<file path="config.mk">
export PLATFORM = sky130hd
export DESIGN_NAME = elevator_scan
export DESIGN_NICKNAME = d
export VERILOG_FILES = /design/src/rtl/elevator_pkg.sv /design/src/rtl/elevator_req_reg.sv /design/src/rtl/elevator_scan.sv
export SDC_FILE = /design/constraint.sdc
export NUM_CORES = 1
export LEC_CHECK = 0
export CORE_MARGIN = 2
export CORE_UTILIZATION = 49
export CTS_BUF_LIST = sky130_fd_sc_hd__clkbuf_16
export DETAILED_ROUTE_END_ITERATION = 16
export GPL_TIMING_DRIVEN = 0
export PLACE_DENSITY = 0.74
export SYNTH_ARGS = -nofsm -noshare
export SYNTH_HDL_FRONTEND = slang
export SYNTH_SLANG_ARGS = --single-unit
</file>
<file path="constraint.sdc">
create_clock -name clk -period 4.2 [get_ports clk]
set_clock_uncertainty 0.2 [all_clocks]
set_input_delay 0.42 -clock clk [delete_from_list [all_inputs] [get_ports clk]]
set_output_delay 0.42 -clock clk [all_outputs]
set_load 0.02 [all_outputs]
</file>
<file path="src/rtl/elevator_pkg.sv">
// Shared types and constants for the SCAN elevator controller.
// Latency: n/a (declarations only).
// Backpressure: n/a.
package elevator_pkg;

    // Controller states. Exactly these four are used.
    typedef enum logic [1:0] {
        IDLE      = 2'd0,
        MOVE_UP   = 2'd1,
        MOVE_DOWN = 2'd2,
        DOOR_OPEN = 2'd3
    } state_e;

    // Encoding of the direction output. 2'b11 is never driven.
    localparam logic [1:0] DIR_STOP = 2'b00;
    localparam logic [1:0] DIR_UP   = 2'b01;
    localparam logic [1:0] DIR_DOWN = 2'b10;

    // Width of the door hold counter. It must hold DOOR_HOLD values up to 15.
    localparam int HOLD_W = 4;

    // Position counts half-floors: 0 .. 2*(floors-1).
    function automatic int pos_width(input int floors);
        return $clog2(2 * floors - 1);
    endfunction

endpackage

</file>
<file path="src/rtl/elevator_req_reg.sv">
// Request latches for hall-up, hall-down and cabin calls, with above/below reductions per floor.
// Latency: a button sampled at edge k shows in the latched vectors after edge k; clears apply at the same edge.
// Backpressure: none; button inputs are pulse-tolerant, and a clear wins over a set at the same edge.
module elevator_req_reg
    import elevator_pkg::*;
#(
    parameter int FLOORS = 4
) (
    input  logic              clk,
    input  logic              reset,
    input  logic [FLOORS-2:0] set_up_i,     // bit i = floor i
    input  logic [FLOORS-2:0] set_dn_i,     // bit i = floor i+1
    input  logic [FLOORS-1:0] set_cab_i,    // bit i = floor i
    input  logic [FLOORS-1:0] clr_up_i,     // per-floor clear strobes
    input  logic [FLOORS-1:0] clr_dn_i,
    input  logic [FLOORS-1:0] clr_cab_i,
    output logic [FLOORS-1:0] up_o,         // per-floor latched vectors
    output logic [FLOORS-1:0] dn_o,
    output logic [FLOORS-1:0] cab_o,
    output logic [FLOORS-1:0] any_above_o,  // bit f: some request latched above floor f
    output logic [FLOORS-1:0] any_below_o,  // bit f: some request latched below floor f
    output logic              pending_o
);

    logic [FLOORS-1:0] up_q, up_d;
    logic [FLOORS-1:0] dn_q, dn_d;
    logic [FLOORS-1:0] cab_q, cab_d;
    logic [FLOORS-1:0] req_f;
    logic              pending_q;

    // Next latch values: OR in new presses, then mask with clears so a clear wins.
    // Hall vectors are widened to per-floor form; the top has no up call, the bottom no down call.
    always_comb begin
        up_d  = (up_q  | {1'b0, set_up_i}) & ~clr_up_i;
        dn_d  = (dn_q  | {set_dn_i, 1'b0}) & ~clr_dn_i;
        cab_d = (cab_q | set_cab_i)        & ~clr_cab_i;
    end

    // Latch registers; pending is registered from the next-state so it tracks the latches exactly.
    always_ff @(posedge clk) begin
        if (reset) begin
            up_q      <= '0;
            dn_q      <= '0;
            cab_q     <= '0;
            pending_q <= 1'b0;
        end else begin
            up_q      <= up_d;
            dn_q      <= dn_d;
            cab_q     <= cab_d;
            pending_q <= |(up_d | dn_d | cab_d);
        end
    end

    // Per-floor reductions over the latched requests of every other floor.
    always_comb begin
        req_f       = up_q | dn_q | cab_q;
        any_above_o = '0;
        any_below_o = '0;
        for (int f = 0; f < FLOORS; f++) begin
            for (int g = 0; g < FLOORS; g++) begin
                if (g > f) any_above_o[f] = any_above_o[f] | req_f[g];
                if (g < f) any_below_o[f] = any_below_o[f] | req_f[g];
            end
        end
    end

    assign up_o      = up_q;
    assign dn_o      = dn_q;
    assign cab_o     = cab_q;
    assign pending_o = pending_q;

endmodule

</file>
<file path="src/rtl/elevator_scan.sv">
// SCAN elevator controller: moves one half-floor per cycle, stops for calls in its travel direction, then reverses.
// Latency: a press sampled at edge k is scheduled from edge k+1; all outputs are registered.
// Backpressure: none; a matching call at the open floor extends the door instead of being latched.
module elevator_scan
    import elevator_pkg::*;
#(
    parameter int FLOORS    = 4,
    parameter int DOOR_HOLD = 2,
    parameter int POS_W     = pos_width(FLOORS)
) (
    input  logic              clk,
    input  logic              reset,
    input  logic [FLOORS-2:0] button_up,
    input  logic [FLOORS-2:0] button_down,
    input  logic [FLOORS-1:0] button_in,
    output logic [POS_W-1:0]  position,
    output logic              open,
    output logic [1:0]        direction,
    output logic              pending
);

    localparam int                FL_W      = $clog2(FLOORS);
    localparam logic [FL_W-1:0]   TOP_FLOOR = FL_W'(FLOORS - 1);
    localparam logic [FL_W-1:0]   BOT_FLOOR = '0;
    localparam logic [HOLD_W-1:0] HOLD_INIT = HOLD_W'(DOOR_HOLD);

    state_e              state_q, state_d;
    logic [POS_W-1:0]    pos_q, pos_d;
    logic [HOLD_W-1:0]   hold_q, hold_d;
    logic [1:0]          dir_q, dir_d;
    logic                open_q, open_d;
    logic [1:0]          svc_dir;

    logic [FLOORS-1:0]   req_up, req_dn, req_cab;
    logic [FLOORS-1:0]   any_above, any_below;
    logic [FLOORS-1:0]   clr_up, clr_dn, clr_cab;
    logic [FLOORS-1:0]   btn_up_f, btn_dn_f;

    logic [POS_W-1:0]    pos_up, pos_dn;
    logic [FL_W-1:0]     cur_floor, floor_up, floor_dn;
    logic                door_match;

    elevator_req_reg #(
        .FLOORS (FLOORS)
    ) u_req (
        .clk         (clk),
        .reset       (reset),
        .set_up_i    (button_up),
        .set_dn_i    (button_down),
        .set_cab_i   (button_in),
        .clr_up_i    (clr_up),
        .clr_dn_i    (clr_dn),
        .clr_cab_i   (clr_cab),
        .up_o        (req_up),
        .dn_o        (req_dn),
        .cab_o       (req_cab),
        .any_above_o (any_above),
        .any_below_o (any_below),
        .pending_o   (pending)
    );

    // Candidate positions one step either way and the floors they land on (valid when even).
    assign pos_up    = pos_q + 1'b1;
    assign pos_dn    = pos_q - 1'b1;
    assign cur_floor = FL_W'(pos_q  >> 1);
    assign floor_up  = FL_W'(pos_up >> 1);
    assign floor_dn  = FL_W'(pos_dn >> 1);

    // Raw hall buttons in per-floor form, used to recognise a repeat call at the open floor.
    assign btn_up_f   = {1'b0, button_up};
    assign btn_dn_f   = {button_down, 1'b0};
    assign door_match = button_in[cur_floor]
                      | ((dir_q != DIR_DOWN) & btn_up_f[cur_floor])
                      | ((dir_q != DIR_UP)   & btn_dn_f[cur_floor]);

    // State register together with the registered outputs.
    always_ff @(posedge clk) begin
        if (reset) begin
            state_q <= IDLE;
            pos_q   <= '0;
            hold_q  <= '0;
            dir_q   <= DIR_STOP;
            open_q  <= 1'b0;
        end else begin
            state_q <= state_d;
            pos_q   <= pos_d;
            hold_q  <= hold_d;
            dir_q   <= dir_d;
            open_q  <= open_d;
        end
    end

    // Next state, position, hold count, service direction and latch clears.
    always_comb begin
        state_d = state_q;
        pos_d   = pos_q;
        hold_d  = hold_q;
        svc_dir = dir_q;
        clr_up  = '0;
        clr_dn  = '0;
        clr_cab = '0;
        case (state_q)
            IDLE: begin
                if (req_cab[cur_floor] | req_up[cur_floor] | req_dn[cur_floor]) begin
                    // Serve the current floor first; it has no direction yet so both halls go.
                    state_d            = DOOR_OPEN;
                    hold_d             = HOLD_INIT;
                    clr_cab[cur_floor] = 1'b1;
                    clr_up[cur_floor]  = 1'b1;
                    clr_dn[cur_floor]  = 1'b1;
                    if (any_above[cur_floor])      svc_dir = DIR_UP;
                    else if (any_below[cur_floor]) svc_dir = DIR_DOWN;
                    else                           svc_dir = DIR_STOP;
                end else if (any_above[cur_floor]) begin
                    state_d = MOVE_UP;
                end else if (any_below[cur_floor]) begin
                    state_d = MOVE_DOWN;
                end
            end
            MOVE_UP: begin
                pos_d = pos_up;
                if (!pos_up[0] && (req_cab[floor_up] | req_up[floor_up]
                                   | (!any_above[floor_up] & req_dn[floor_up])
                                   | (floor_up == TOP_FLOOR))) begin
                    state_d           = DOOR_OPEN;
                    hold_d            = HOLD_INIT;
                    clr_cab[floor_up] = 1'b1;
                    // Nothing further up and a down call here: the car turns around at this stop.
                    if (any_above[floor_up] | !req_dn[floor_up]) begin
                        svc_dir          = DIR_UP;
                        clr_up[floor_up] = 1'b1;
                    end else begin
                        svc_dir          = DIR_DOWN;
                        clr_dn[floor_up] = 1'b1;
                    end
                end
            end
            MOVE_DOWN: begin
                pos_d = pos_dn;
                if (!pos_dn[0] && (req_cab[floor_dn] | req_dn[floor_dn]
                                   | (!any_below[floor_dn] & req_up[floor_dn])
                                   | (floor_dn == BOT_FLOOR))) begin
                    state_d           = DOOR_OPEN;
                    hold_d            = HOLD_INIT;
                    clr_cab[floor_dn] = 1'b1;
                    if (any_below[floor_dn] | !req_up[floor_dn]) begin
                        svc_dir          = DIR_DOWN;
                        clr_dn[floor_dn] = 1'b1;
                    end else begin
                        svc_dir          = DIR_UP;
                        clr_up[floor_dn] = 1'b1;
                    end
                end
            end
            DOOR_OPEN: begin
                // Calls matching the open door are absorbed rather than latched.
                clr_cab[cur_floor] = 1'b1;
                if (dir_q != DIR_DOWN) clr_up[cur_floor] = 1'b1;
                if (dir_q != DIR_UP)   clr_dn[cur_floor] = 1'b1;
                if (door_match) begin
                    hold_d = HOLD_INIT;
                end else if (hold_q > 4'd1) begin
                    hold_d = hold_q - 1'b1;
                end else begin
                    // Door closes; any motion starts from the following cycle.
                    hold_d = '0;
                    if (dir_q == DIR_DOWN) begin
                        if (any_below[cur_floor])      state_d = MOVE_DOWN;
                        else if (any_above[cur_floor]) state_d = MOVE_UP;
                        else                           state_d = IDLE;
                    end else begin
                        if (any_above[cur_floor])      state_d = MOVE_UP;
                        else if (any_below[cur_floor]) state_d = MOVE_DOWN;
                        else                           state_d = IDLE;
                    end
                end
            end
            default: begin
                state_d = IDLE;
            end
        endcase
    end

    // Output decode from the next state so the registered outputs line up with the state.
    always_comb begin
        open_d = (state_d == DOOR_OPEN);
        case (state_d)
            MOVE_UP:   dir_d = DIR_UP;
            MOVE_DOWN: dir_d = DIR_DOWN;
            DOOR_OPEN: dir_d = svc_dir;
            default:   dir_d = DIR_STOP;
        endcase
    end

    assign position  = pos_q;
    assign open      = open_q;
    assign direction = dir_q;

endmodule

</file>
==> results.json, run 1 <==
{
  "yosys_warnings": 0,
  "port_buffers": 18,
  "drt_pre_antenna_iters": 5,
  "drv_cap": 0,
  "grt_setup_unrepaired": "false",
  "vias_per_cell": 6.78,
  "drc": 0,
  "layout_setup_ws_ns": 0.298,
  "synthFlopType": "dfxtp_1",
  "hold_viol": 0,
  "cts_tree": "built",
  "synth_edf_count": 0,
  "fmax_mhz": 256,
  "leakagePower_nw": 0.931,
  "clock_sinks": 25,
  "endpoint_kind": "register",
  "syn-instance-count": 279,
  "crit_fanout": 10,
  "setup_viol": 0,
  "wl_per_cell_um": 20.7,
  "die-area_um2": 4850,
  "ir_drop_v": 0.000470,
  "pin_count": 19,
  "overflow": 0,
  "grt_antenna_before_repair": 0,
  "syn_area_um2": 2110,
  "drt_iter0_markers": 281,
  "syn_nets": 299,
  "holdPathStages": 2,
  "detail-route-antenna-nets": 0,
  "hold_class": "register to register",
  "drive_gt1_share_pct": 6.62,
  "synthArstFlopShare_pct": 0,
  "fin_nets": 323,
  "wl_mm": 7.27,
  "cts_buffer_depth": 2,
  "initial_utilization_pct": 52.0,
  "fin_crit_ns": 3.90,
  "start_kind": "register",
  "status": "completed",
  "ys_ff_latch": 25,
  "grt_pass1_wl_mm": 11.8,
  "fin_util_pct": 60.3,
  "critPathKind": "register to register",
  "core-area_um2": 4060,
  "worstMarginPinSlew_ns": 1.04,
  "cts_made_buffers": 3,
  "crit_required_ns": 4.16,
  "vias": 2388,
  "rows": 23,
  "cts-root-buf": "clkbuf_16",
  "fin_setup_tns_ns": 0,
  "die_x_um": 69.6,
  "powerDensity_nw_per_um2": 784,
  "r2r_cells": 12,
  "clkLatencyLatePin_ns": 0.27,
  "ys_types": 62,
  "slew_headroom_pct": 30.2,
  "ys_seq_area_share_pct": 23.7,
  "grt_max_degree": 16,
  "final_max_slew_viol_count": 0,
  "place_congestion": 1.02,
  "hold_buffers": 0,
  "area_delta_synth_final_pct": 15.9,
  "avgSynthCellArea_um2": 7.56,
  "grt_pass1_vias": 2319,
  "place_ws_ns": 0.0411,
  "crit_arrival_ns": 3.86,
  "dp_hpwl_mm": 5.31,
  "clkTransAtPathRegs_ns": 0.07,
  "period_share_pct": 92.9,
  "die_y_um": 69.6,
  "insertedDiodeCount": 0,
  "cts.htree.levels": 1,
  "grt_usage_pct": 30.5
}
-- metrics by stage --
| stage | power (W) | area, µm² | hold slack [ns] | cells |
|---|---|---|---|---|
| after CTS | 0.00187 | 2440 | 0.308 | 352 |
| after global placement | 0.00163 | 2350 | 0.275 | 347 |
| after global routing | 0.00204 | 2440 | 0.320 | 352 |
| after detailed placement | 0.00163 | 2350 | 0.296 | 347 |
| final | 0.00192 | 2440 | 0.313 | 352 |
| after floorplan | 0.00128 | 2110 | 0.254 | 279 |
-- cells in the final DEF, fill, tap and decap left out, types with 3 or more instances in the layout --
| cell type | n |
|---|---|
| ha_1 | 8 |
| dfxtp_1 | 25 |
| nor2_1 | 35 |
| nand3_1 | 10 |
| clkdlybuf4s50_1 | 18 |
| buf_6 | 4 |
| a22oi_1 | 5 |
| a31oi_1 | 5 |
| o211ai_1 | 3 |
| o211a_1 | 3 |
| or3_1 | 5 |
| o221ai_1 | 5 |
| mux2i_1 | 3 |
| clkbuf_1 | 7 |
| nand2b_1 | 6 |
| inv_1 | 13 |
| o21ai_0 | 15 |
| nand2_1 | 17 |
| nand4_1 | 5 |
| nor3b_1 | 3 |
| clkbuf_16 | 3 |
| a211oi_1 | 8 |
| nor2b_1 | 10 |
| a21oi_1 | 19 |
| nor3_1 | 15 |
| xnor2_1 | 4 |
-- logic make-up (layout without fill, tap and decap cells) --
family / after synthesis / count (layout) / synth area share (%)
multiplexers: 5 / 5 / 3.20
flip-flops: 25 / 25 / 23.7
XOR/XNOR: 6 / 6 / 3.38
adder cells (fa/ha/maj): 8 / 8 / 4.75
buffers and inverters: 27 / 50 / 6.46
AO/OA/AOI/OAI: 87 / 87 / 28.8
AND/OR/NAND/NOR: 121 / 121 / 29.7
-- worst max-delay path: stages (launching register included) --
cell and delay (ns):
dfxtp_1 0.32, clkbuf_2 0.20, inv_1 0.19, clkbuf_1 0.39, ha_1 0.34, xor2_4 0.16, or3b_1 0.38, a222oi_1 0.42
nand2b_1 0.29, a21oi_1 0.10, o211a_1 0.21, a22o_1 0.25, o311a_1 0.33
-- final timing paths --
kind             endpoint  slack (ns)        start
max          direction[1]        0.30  position[1]
min             hold_q[3]        0.31    hold_q[3]
max reg2reg  direction[1]        0.30  position[1]
min reg2reg     hold_q[3]        0.31    hold_q[3]
-- power by group --
| part | total, W | switching, W | internal [W] | leakage [nW] |
|---|---|---|---|---|
| Clock | 0.000226 | 0.0000963 | 0.000130 | 0.0371 |
| Combinational | 0.00133 | 0.000823 | 0.000512 | 0.687 |
| Sequential | 0.000356 | 0.0000632 | 0.000293 | 0.207 |
| Total | 0.00192 | 0.000982 | 0.000935 | 0.931 |
-- area by class of cell --
| class | instances | area [µm²] |
|---|---|---|
| well taps | 50 | 62.6 |
| repair buffers | 19 | 188 |
| plain buffers | 14 | 88.8 |
| inverters | 13 | 48.8 |
| clock buffers | 3 | 75.1 |
| flip-flops and latches | 25 | 500 |
| multi-input cells | 227 | 1470 |
| fillers | 386 | 1610 |
| clock inverters | 1 | 7.51 |
-- synth_stat cells (5+ instances only) --
cell type   n  area, µm²
nor2b_1    10       62.6
a211oi_1    8       60.1
clkbuf_1    8       30.0
o221ai_1    5       43.8
nand2b_1    6       37.5
inv_1      13       48.8
nand4_1     5       31.3
ha_1        8        100
nand3_1    10       50.1
or3_1       5       31.3
a21oi_1    19       95.1
o21ai_0    15       75.1
dfxtp_1    25        500
nor3_1     15       75.1
nor2_1     35        131
nand2_1    17       63.8
a31oi_1     5       31.3
a22oi_1     5       37.5
-- metal layers --
metal  up-vias  global-route usage (%)  wire (µm)
met2       181                    47.0       3250
met3        34                    4.51        697
met4         0                    16.0        304
met1      1079                    41.3       3020
met5         -                       0          0
li1       1094                       -          -
-- state kept, by name, indices dropped and copies added, names as in the netlist --
register	count
direction	2
hold_q	4
open	1
position	3
state_q	2
u_req.cab_o	4
u_req.dn_o	4
u_req.pending_o	1
u_req.up_o	4
-- what timing repair did --
action / 4_1_cts / 5_1_grt
setup endpoints to repair: 1 / 3
buffers inserted: 1 / 0
resized for setup: 0 / 3
endpoints found under the hold margin: 0 / 0
pin swaps: 1 / 0
cloned: 0 / 0
Note: power is estimated with default switching activity, not from simulation.
==> run 2: changes to the inputs <==
SYNTH_HIERARCHICAL = 1   (was not set)
==> results.json, run 2 <==
{
  "clkTransAtPathRegs_ns": 0.06,
  "ir_drop_v": 0.000305,
  "wl_per_cell_um": 17.8,
  "cts_made_buffers": 3,
  "port_buffers": 18,
  "fin_crit_ns": 3.75,
  "critPathKind": "register to register",
  "hold_viol": 0,
  "leakagePower_nw": 0.870,
  "hold_end": "hold_q[3]",
  "syn_area_um2": 2130,
  "drv_cap": 0,
  "clkPwrFrac_pct": 13.1,
  "grt_max_degree": 14,
  "start_kind": "register",
  "r2r_slack_ns": 0.45,
  "pin_count": 19,
  "endpoint_kind": "register",
  "drive_gt1_share_pct": 8.14,
  "insertedDiodeCount": 0,
  "hold_ws_ns": 0.316,
  "ys_ff_latch": 25,
  "drc": 0,
  "holdPathStages": 2,
  "area_delta_synth_final_pct": 15.4,
  "status": "completed",
  "cts_buffer_depth": 2,
  "reg2reg_from": "position[1]",
  "wl_mm": 6.15,
  "synthArstFlopShare_pct": 0,
  "worstMarginPinSlew_ns": 0.864,
  "fin_setup_tns_ns": 0,
  "comb_power_share_pct": 65.0,
  "switchingPower_w": 0.000783,
  "hold_buffers": 0,
  "die_y_um": 69.9,
  "final_max_slew_viol_count": 0,
  "detail-route-antenna-nets": 0,
  "synthFlopType": "dfxtp_1",
  "grt_pass1_vias": 2119,
  "yosys-top-cells-count": "nor2_1, dfxtp_1, o21ai_0",
  "nFillCells": 383,
  "crit_path_top_delay_cell": "or3b_2",
  "die-area_um2": 4890,
  "cts.htree.levels": 1,
  "vias_per_cell": 6.49,
  "slew_headroom_pct": 42.3,
  "avgSynthCellArea_um2": 7.83,
  "critical_path.max_stage_delay_ns": 0.45,
  "yosysTopAreaCell": "dfxtp_1",
  "ys_types": 60,
  "final_common_cell": "nor2_1",
  "synth_edf_count": 0,
  "reg2reg_to": "u_req/pending_o",
  "rows": 23,
  "cts_tree": "built",
  "synth.most_common_cell": "nor2_1",
  "clkLatencyLatePin_ns": 0.26,
  "period_share_pct": 89.3,
  "clock_sinks": 25,
  "drt_iter0_markers": 317,
  "swShare_pct": 48.5,
  "worstHoldStart": "hold_q[3]",
  "grt_antenna_before_repair": 0,
  "syn-instance-count": 272,
  "fmax_mhz": 266,
  "crit_arrival_ns": 3.74,
  "final_cell_mix": "nor2_1, dfxtp_1, clkdlybuf4s50_1, o21ai_0, nand2_1",
  "power_frac_seq_pct": 21.9,
  "grt_setup_unrepaired": "false",
  "place_congestion": 0.938,
  "vias": 2240,
  "dp_hpwl_mm": 4.75,
  "initial_utilization_pct": 52.1,
  "overflow": 0,
  "drt_pre_antenna_iters": 5,
  "core-area_um2": 4090,
  "powerDensity_nw_per_um2": 657,
  "r2r_cells": 15,
  "crit_fanout": 10,
  "hold_class": "register to register",
  "cts-root-buf": "clkbuf_16",
  "ys_seq_area_share_pct": 23.5,
  "grt_usage_pct": 25.8,
  "yosys.area.top_type_share_pct": 23.5,
  "yosys_warnings": 6,
  "fin_nets": 316,
  "crit_required_ns": 4.18,
  "die_x_um": 69.9,
  "yosys-top-cells-area": "dfxtp_1, nor2_1, ha_1",
  "path_cells": "clkbuf_2 -> buf_2 -> inv_1 -> ha_1 -> buf_6 -> or3b_2 -> a221oi_2 -> or4_1 -> o2bb2ai_1 -> a31oi_1 -> o21ai_0 -> or2b_1 -> o211ai_1 -> nor3_1 -> a41oi_1",
  "setup_viol": 0,
  "power.internal_w": 0.000832,
  "cts_setup_buffers": 0,
  "grt_pass1_wl_mm": 10.2
}
-- run 2: changes by cell type in the layout (fill, tap and decap cells not counted), moves of 4 or more --
cell and change:
a22oi_1 -5, nor2_1 -4, o221ai_1 -4, mux4_2 +4, o21bai_1 +8, or4_1 +5
a21oi_1 -12, o211ai_1 +5
-- run 2: how the worst max path moves through the flow --
stage / cells after the start / start / endpoint
after floorplan: 15 / position[1] / u_req/pending_o
after global placement: 16 / position[1] / u_req/pending_o
after detailed placement: 16 / position[1] / u_req/pending_o
after CTS: 16 / position[1] / u_req/pending_o
after global routing: 15 / position[1] / u_req/pending_o
final: 15 / position[1] / u_req/pending_o
-- run 2: worst max-delay path: cells and delay by family (launching register included) --
kind            cells  cell delay (ns)
fa+ha+maj           1             0.30
compound gates      6             1.00
simple gates        4             1.03
flops               1             0.35
buf+inv             4             0.78
-- run 2: final cells by class --
class                   count  area (µm²)  area share (%)
clock inverters             1        3.75           0.153
inverters                  11        41.3            1.68
multi-input cells         222        1520            61.7
flip-flops and latches     25         500            20.4
clock buffers               3        75.1            3.05
plain buffers              15        78.8            3.21
repair buffers             18         180            7.33
well taps                  50        62.6            2.54
-- run 2: what timing repair did --
item / CTS / global route
hold endpoints to repair: 0 / 0
resized for setup: 0 / 4
endpoints found under the setup margin: 0 / 1
-- run 2: power groups by stage --
stage	registers [W]	logic, W	clock network (W)
2_1_floorplan	0.000363	0.000742	0
3_3_place_gp	0.000355	0.00101	0
3_5_place_dp	0.000357	0.00101	0
4_1_cts	0.000352	0.00102	0.000214
5_1_grt	0.000361	0.00114	0.000223
6_report	0.000354	0.00105	0.000212
-- run 2: through the flow --
stage          worst slack, ns  std cells  total power [W]  area, µm²  util (%)
2_1_floorplan            0.752        273          0.00111       2130         -
3_3_place_gp             0.236        341          0.00136       2380      58.2
4_1_cts                  0.192        345          0.00159       2460      60.1
5_1_grt                  0.217        345          0.00173       2460      60.2
3_5_place_dp             0.210        341          0.00137       2380      58.2
6_report                 0.447        345          0.00162       2460      60.2
-- run 2: logic make-up (layout without fill, tap and decap cells) --
| kind of cell | after synthesis | after routing | share of synthesized area (%) |
|---|---|---|---|
| simple gates | 122 | 122 | 31.5 |
| other cells | 1 | 2 | 0.176 |
| buf+inv | 26 | 48 | 5.58 |
| fa+ha+maj | 8 | 8 | 4.70 |
| compound gates | 76 | 76 | 26.0 |
| mux | 7 | 7 | 5.70 |
| flops | 25 | 25 | 23.5 |
| xor+xnor | 7 | 7 | 2.88 |
-- run 2: layer usage --
layer | global-route usage [%] | wire length [µm]
met5 | 0 | 0
met2 | 40.3 | 2720
met1 | 37.6 | 2800
met4 | 6.20 | 94
met3 | 3.32 | 528
